### config.mk
export PLATFORM = sky130hd
export DESIGN_NAME = tmr_irq_controller_flat
export DESIGN_NICKNAME = d
export VERILOG_FILES = /design/src/rtl/tmr_irq_controller_if.sv /design/src/rtl/tmr_irq_controller.sv /design/src/flat_wrapper.sv
export SDC_FILE = /design/constraint.sdc
export NUM_CORES = 1
export LEC_CHECK = 0
export CAP_MARGIN = 20
export CORE_UTILIZATION = 42
export DETAILED_ROUTE_END_ITERATION = 8
export PLACE_DENSITY = 0.83
export SLEW_MARGIN = 20
export SYNTH_ARGS = -nofsm -noshare
export SYNTH_HDL_FRONTEND = slang
export SYNTH_SLANG_ARGS = --single-unit
### constraint.sdc
create_clock -name clk -period 1.8 [get_ports clk]
set_input_delay 0.18 -clock clk [delete_from_list [all_inputs] [get_ports clk]]
set_output_delay 0.18 -clock clk [all_outputs]
set_load 0.05 [all_outputs]
### src/rtl/tmr_irq_controller_if.sv
// CPU-side and timer-side signal bundle for the timer interrupt controller.
// The controller attaches through the slave modport; the driver of requests/handshake uses master.
interface tmr_irq_controller_if #(
   parameter int NUM_SRC  = 6,
   parameter int ID_WIDTH = 3
);
   logic                CMIA0;
   logic                CMIB0;
   logic                OVI0;
   logic                CMIA1;
   logic                CMIB1;
   logic                OVI1;
   logic                int_en;
   logic [NUM_SRC-1:0]  src_mask;
   logic                irq_ack;
   logic                irq_eoi;
   logic                irq;
   logic [ID_WIDTH-1:0] irq_id;
   logic [7:0]          irq_vector;
   logic                in_service;
   logic [NUM_SRC-1:0]  pending;

   modport slave (
      input  CMIA0, CMIB0, OVI0, CMIA1, CMIB1, OVI1,
      input  int_en, src_mask, irq_ack, irq_eoi,
      output irq, irq_id, irq_vector, in_service, pending
   );

   modport master (
      output CMIA0, CMIB0, OVI0, CMIA1, CMIB1, OVI1,
      output int_en, src_mask, irq_ack, irq_eoi,
      input  irq, irq_id, irq_vector, in_service, pending
   );
endinterface

### src/rtl/tmr_irq_controller.sv
// Registers the six 8-bit timer interrupt levels, picks one by fixed priority and
// runs the irq / ack / eoi handshake with the CPU.
module tmr_irq_controller #(
   parameter int         NUM_SRC     = 6,
   parameter int         ID_WIDTH    = 3,
   parameter logic [7:0] VECTOR_BASE = 8'd64
) (
   input  logic                 clk,
   input  logic                 rst,
   tmr_irq_controller_if.slave  bus
);

   typedef enum logic [1:0] {
      IDLE    = 2'd0,
      ASSERT  = 2'd1,
      SERVICE = 2'd2
   } state_t;

   state_t              state_q, state_d;
   logic [NUM_SRC-1:0]  req_q, req_d;
   logic [NUM_SRC-1:0]  win_q, win_d;
   logic [ID_WIDTH-1:0] irq_id_q, irq_id_d;

   logic [NUM_SRC-1:0]  pending_w;
   logic [NUM_SRC-1:0]  arb_oh;
   logic [ID_WIDTH-1:0] arb_id;
   logic                presented_live;

   // Source bit i maps to channel i/3, kind i%3; ids leave a gap at 3.
   function automatic logic [ID_WIDTH-1:0] src_id(input int i);
      return ID_WIDTH'((i / 3) * 4 + (i % 3));
   endfunction

   assign req_d     = {bus.OVI1, bus.CMIB1, bus.CMIA1, bus.OVI0, bus.CMIB0, bus.CMIA0};
   assign pending_w = req_q & ~bus.src_mask;

   // Lowest bit index wins: the descending loop lets the last hit override.
   always_comb begin
      arb_oh = '0;
      arb_id = '0;
      for (int i = NUM_SRC - 1; i >= 0; i--) begin
         if (pending_w[i]) begin
            arb_oh    = '0;
            arb_oh[i] = 1'b1;
            arb_id    = src_id(i);
         end
      end
   end

   assign presented_live = |(pending_w & win_q);

   always_ff @(posedge clk) begin
      if (rst) begin
         state_q  <= IDLE;
         req_q    <= '0;
         win_q    <= '0;
         irq_id_q <= '0;
      end else begin
         state_q  <= state_d;
         req_q    <= req_d;
         win_q    <= win_d;
         irq_id_q <= irq_id_d;
      end
   end

   always_comb begin
      state_d  = state_q;
      win_d    = win_q;
      irq_id_d = irq_id_q;
      case (state_q)
         IDLE: begin
            if (bus.int_en && (|pending_w)) begin
               state_d  = ASSERT;
               win_d    = arb_oh;
               irq_id_d = arb_id;
            end
         end
         ASSERT: begin
            // Ack beats a same-cycle withdrawal; later arrivals never pre-empt.
            if (bus.irq_ack)
               state_d = SERVICE;
            else if (!bus.int_en || !presented_live)
               state_d = IDLE;
         end
         SERVICE: begin
            if (bus.irq_eoi)
               state_d = IDLE;
         end
         default: state_d = IDLE;
      endcase
   end

   always_comb begin
      bus.irq        = (state_q == ASSERT);
      bus.in_service = (state_q == SERVICE);
      bus.irq_id     = irq_id_q;
      bus.irq_vector = VECTOR_BASE + {{(8 - ID_WIDTH){1'b0}}, irq_id_q};
      bus.pending    = pending_w;
   end

endmodule

### src/flat_wrapper.sv
// flat-port wrapper written by rule: the top's interface ports become plain ports
module tmr_irq_controller_flat 
#(
   parameter int         NUM_SRC     = 6,
   parameter int         ID_WIDTH    = 3,
   parameter logic [7:0] VECTOR_BASE = 8'd64
)
  (clk, rst, bus_CMIA0, bus_CMIB0, bus_OVI0, bus_CMIA1, bus_CMIB1, bus_OVI1, bus_int_en, bus_src_mask, bus_irq_ack, bus_irq_eoi, bus_irq, bus_irq_id, bus_irq_vector, bus_in_service, bus_pending);
  tmr_irq_controller_if #(.NUM_SRC(NUM_SRC), .ID_WIDTH(ID_WIDTH)) bus_i ();
  input  logic clk;
  input  logic rst;
  input wire logic [$bits(bus_i.CMIA0)-1:0] bus_CMIA0;
  input wire logic [$bits(bus_i.CMIB0)-1:0] bus_CMIB0;
  input wire logic [$bits(bus_i.OVI0)-1:0] bus_OVI0;
  input wire logic [$bits(bus_i.CMIA1)-1:0] bus_CMIA1;
  input wire logic [$bits(bus_i.CMIB1)-1:0] bus_CMIB1;
  input wire logic [$bits(bus_i.OVI1)-1:0] bus_OVI1;
  input wire logic [$bits(bus_i.int_en)-1:0] bus_int_en;
  input wire logic [$bits(bus_i.src_mask)-1:0] bus_src_mask;
  input wire logic [$bits(bus_i.irq_ack)-1:0] bus_irq_ack;
  input wire logic [$bits(bus_i.irq_eoi)-1:0] bus_irq_eoi;
  output wire logic [$bits(bus_i.irq)-1:0] bus_irq;
  output wire logic [$bits(bus_i.irq_id)-1:0] bus_irq_id;
  output wire logic [$bits(bus_i.irq_vector)-1:0] bus_irq_vector;
  output wire logic [$bits(bus_i.in_service)-1:0] bus_in_service;
  output wire logic [$bits(bus_i.pending)-1:0] bus_pending;
  assign bus_i.CMIA0 = bus_CMIA0;
  assign bus_i.CMIB0 = bus_CMIB0;
  assign bus_i.OVI0 = bus_OVI0;
  assign bus_i.CMIA1 = bus_CMIA1;
  assign bus_i.CMIB1 = bus_CMIB1;
  assign bus_i.OVI1 = bus_OVI1;
  assign bus_i.int_en = bus_int_en;
  assign bus_i.src_mask = bus_src_mask;
  assign bus_i.irq_ack = bus_irq_ack;
  assign bus_i.irq_eoi = bus_irq_eoi;
  assign bus_irq = bus_i.irq;
  assign bus_irq_id = bus_i.irq_id;
  assign bus_irq_vector = bus_i.irq_vector;
  assign bus_in_service = bus_i.in_service;
  assign bus_pending = bus_i.pending;
  tmr_irq_controller #(.NUM_SRC(NUM_SRC), .ID_WIDTH(ID_WIDTH), .VECTOR_BASE(VECTOR_BASE)) u_core (.clk(clk), .rst(rst), .bus(bus_i));
endmodule
### After elaboration in Yosys (flattened, before gate mapping)

Cells that the tools add are included.

* add/subtract/negate cells: 1
* equal/unequal tests: 5
* mux-type cells: 17
* bitwise logic cells: 3
* reductions and logical operators: 9

Operators by type and width (count)
* two-way mux 6 bit: 6
* two-way mux 3 bit: 6
* bitwise AND 6 bit: 2
* OR reduction 6 bit: 2
* adder 7 x 3 -> 8 bit (first input constant): 1
* two-way mux 2 bit: 4
* NOT 6 bit: 1
* one-hot mux 2 bit (3 select lines): 1
* != test 3 x 2 -> 1 bit (second input constant): 1
* AND reduction 3 bit: 1
* equality test 2 x 1 -> 1 bit (second input constant): 1
* equality test 2 bit (second input constant): 1
* logical NOT 1 bit: 2
* logical NOT 2 bit: 1
* != test 2 x 1 -> 1 bit (second input constant): 1
* != test 2 bit (second input constant): 1
* AND reduction 2 bit: 1
* logical AND 1 bit: 1
* logical OR 1 bit: 1

* register bits after elaboration: 17
* input bits: 17
* output and inout bits: 19
* logic and storage cells: 39

### Longest topological paths before layout

* word-level depth: 9
* mapped depth: 5
* depth with buffers taken out: 5

### Least setup slack after synthesis

Ideal clock, no wire load.

* path kind: register -> register
* start point: reg u_core.req_q[5]
* end point: reg u_core.irq_id_q[0], in the netlist u_core.bus.irq_id[0]
* setup time: 0.121 ns
* arrival time: 1.763 ns
* data required time: 1.679 ns
* slack: -0.084 ns
* cell stages (with the launch flop): 5
* buffers on the path: 0
* clock period less this slack: 1.884 ns
* path through: dfxtp_1 nor2b_1 or3_4 o21ai_4 mux2_4

* longest elaborated chain between the ends: 4

Ends and longest elaborated chain
* start: declaration: line tmr_irq_controller.sv:20 `logic [NUM_SRC-1:0] req_q, req_d;`
* start signal: assignment: line tmr_irq_controller.sv:60 `req_q <= req_d;`
* bitwise AND 6 bit: line tmr_irq_controller.sv:35 `assign pending_w = req_q & ~bus.src_mask;`
* via bus_pending[5]: line flat_wrapper.sv:26 `output wire logic [$bits(bus_i.pending)-1:0] bus_pending;`
* OR reduction 6 bit: line tmr_irq_controller.sv:72 `if (bus.int_en && (|pending_w)) begin`
* logical AND 1 bit: line tmr_irq_controller.sv:72
* AND reduction 2 bit (no line)
* end signal: assignment: line tmr_irq_controller.sv:62 `irq_id_q <= irq_id_d;`
* end: declaration: line tmr_irq_controller.sv:22 `logic [ID_WIDTH-1:0] irq_id_q, irq_id_d;`

The timed path passes the listed nets, and every way through them passes these cells.
A chain may end at the register's enable or synchronous reset.

### Worst setup path after layout

* start point: reg u_core.irq_id_q[2], in the netlist u_core.bus.irq_id[2]
* end point: out bus_irq_vector[2]

* longest elaborated chain between the ends: 1

Ends and longest elaborated chain
* adder 7 x 3 -> 8 bit: line tmr_irq_controller.sv:97 `bus.irq_vector = VECTOR_BASE + {{(8 - ID_WIDTH){1'b0}}, irq_id_q};`
* end: declaration: line flat_wrapper.sv:24 `output wire logic [$bits(bus_i.irq_vector)-1:0] bus_irq_vector;`

Every way passes these cells.

==> results.py <==
metrics = {
    "status": {
        "status": "complete, no violations",
    },
    "finish": {
        "fillers": 153,
        "register_area_um2": 340,
        "final_core_util_pct": 65.7,
        "nets": 145,
        "drive_above_1_share_pct": 24.4,
        "area_growth_syn_to_layout_pct": 44.6,
        "multi_input_area_um2": 459,
        "diodes": 0,
        "postLayoutCellArea_mm2": 0.00130,
        "final_cells": 154,
    },
    "clocking": {
        "numCtsBuffers": 3,
        "path_clk_slew_ns": 0.10,
        "cts_setup_buffers": 0,
        "ctsLongestPathBuffers": 2,
        "ctsRootBufferMaster": "clkbuf_4",
        "clk_latency_ns": 0.30,
        "cts_resized": 0,
        "cts_hold_buf": 0,
        "cts_max_level": 1,
        "cts.sink_count": 17,
        "cts_tree": "done",
    },
    "synth": {
        "async_flop_share_pct": 0,
        "ys_types": 32,
        "syn_area_um2": 900,
        "ys.flop_type": "dfxtp_1",
        "ys_top_cells_by_area": "dfxtp_1 38%, nor2b_1 8.3%, buf_4 7.5%, nand2b_1 5.6%, mux2i_1 4.5%",
        "yosysWarnings": 0,
        "synthCells": 94,
        "synth_edf_count": 0,
        "yosysMostFrequentCell": "dfxtp_1",
        "avgSynthCellArea_um2": 9.57,
        "synth_top_area_share_pct": 37.8,
        "synth_commonest_cells": "17 x dfxtp_1, 12 x nor2b_1, 9 x buf_4",
        "yosys.area.top_type": "dfxtp_1",
        "synth_seq_area_share_pct": 37.8,
        "ys_ff_latch": 17,
    },
    "global_routing": {
        "grt_antenna_before_repair": 0,
        "grt_max_degree": 15,
        "grt_overflow_total": 0,
        "use_met1_pct": 24.1,
        "grt_pass1_vias": 781,
        "grt_usage_pct": 20.6,
        "top_usage_layer": "met2",
        "grt.met3_usage_pct": 6.67,
        "grt_pass1_wl_um": 3190,
        "grt.met2_usage_pct": 30.7,
    },
    "placement": {
        "gp_congestion": 0.811,
        "dp_hpwl_um": 1510,
        "port_buffers": 30,
        "pre_cts_ws_ns": -0.0256,
        "place_inst": 150,
        "placed_cell_area_mm2": 0.00127,
    },
    "power": {
        "p_seq_share_pct": 46.3,
        "p_comb_share_pct": 29.4,
        "finalPower_mw": 0.866,
        "leakagePower_nw": 0.514,
        "pwr-share-clk_pct": 24.3,
        "peakVddDrop_mv": 0.436,
        "internal_power_mw": 0.594,
        "p_switching_mw": 0.272,
        "swShare_pct": 31.4,
        "power_density_mw_per_mm2": 665,
    },
    "setup_path": {
        "cp-start-kind": "flop",
        "crit_slowest_cell": "clkdlybuf4s50_1",
        "worst_setup_path_end_kind": "output port",
        "cpLargestDelayFamily": "buffers and inverters",
        "worstPathArrival_ns": 1.53,
        "cp.required_ns": 1.62,
        "critPathKind": "flop to output port",
        "path_max_fanout": 3,
        "max_stage_delay_ns": 0.82,
        "crit_chain": "clkdlybuf4s50_1",
        "crit_buf_inv": 1,
    },
    "floorplanning": {
        "rows": 16,
        "die_w_um": 48.3,
        "floorplan.initialDensity_pct": 45.4,
        "core_mm2": 0.00198,
        "ios": 36,
        "fp.dieH_um": 48.3,
        "fp.dieArea_mm2": 0.00233,
    },
    "timing": {
        "finalWorstSetupSlack_ns": 0.0933,
        "rsz0062_at_grt": "false",
        "slew_viol_final": 0,
        "skew_ns": 0.00405,
        "finalCriticalPeriod_ns": 1.71,
        "fin_crit_sh_pct": 94.8,
        "hold_viol_final": 0,
        "setup_viol": 0,
        "finalSetupTns_ns": 0,
        "clock.fmax_mhz": 586,
        "hold_ws_ns": 0.421,
    },
    "routing": {
        "vias": 781,
        "drtIter0Drc": 10,
        "wl_per_cell_um": 13.2,
        "drc_errors": 0,
        "antenna_left": 0,
        "vias_per_cell": 5.07,
        "first_pass_iters": 4,
        "drt-total-wl_um": 2030,
    },
    "min_path": {
        "min_path_type": "input pin to flop",
    },
    "flow_run": {
        "maxCapViolations": 0,
    },
}
==> registers in the layout, summed over array words and instances, names as in the netlist <==
name / cells
u_core.req_q: 6
u_core.win_q: 6
u_core.bus.irq_id: 3
u_core.state_q: 2
==> metal layers <==
metal  routed length (um)  part of all wire [%]
met3                   97                   4.8
met5                    0                     0
met2                  992                    49
met1                  887                    44
met4                   55                   2.7
==> power by group through the flow <==
stage	Sequential (mW)	Clock (mW)	Combinational (mW)
after global routing	0.403	0.235	0.269
after floorplan	0.418	0	0.155
after detailed placement	0.409	0	0.251
after global placement	0.409	0	0.248
after CTS	0.401	0.213	0.254
final	0.401	0.210	0.255
==> cell usage in the layout, fill, tap and decap left out, types with 2 or more instances in the layout <==
cell             instances
a21oi_1                  3
mux2i_1                  4
clkdlybuf4s50_1         22
buf_12                   6
nor3_1                   3
nand3b_1                 2
nand2b_1                 8
a22oi_1                  4
conb_1                   5
o21ai_1                  3
nand3_1                  2
buf_4                   12
or3_4                    2
inv_1                    3
clkbuf_4                 3
dfxtp_1                 17
nor2b_1                 11
==> path summary, 6_finish.rpt <==
path                            depth (start not counted)                               from                                end  slack, ns
worst min register to register                          2       u_core.win_q[1]$_SDFFE_PP0P_       u_core.win_q[1]$_SDFFE_PP0P_       0.47
worst min-delay path                                    2                           bus_OVI1         u_core.req_q[5]$_SDFF_PP0_       0.42
worst max-delay path                                    1  u_core.bus.irq_id[2]$_SDFFE_PP0P_                  bus_irq_vector[2]       0.09
worst max register to register                          4         u_core.req_q[1]$_SDFF_PP0_  u_core.bus.irq_id[0]$_SDFFE_PP0P_       0.33
==> layout make-up <==
cell class                      count  share of cell area (%)
Timing Repair Buffer               40                    33.1
Inverter                            3                   0.865
Tap cell                           27                    2.60
Clock buffer                        4                    2.02
Sequential cell                    17                    26.2
Multi-Input combinational cell     63                    35.3
==> kinds of logic after synthesis <==
logic type / count (synthesis) / share of synthesized area, %
other: 2 / 0.835
buffers and inverters: 17 / 12.7
and+or+nand+nor: 37 / 29.8
DFF: 17 / 37.8
muxes: 5 / 6.12
AOI/OAI and AO/OA: 16 / 12.8
No activity file was read; power rests on OpenSTA's default activity.
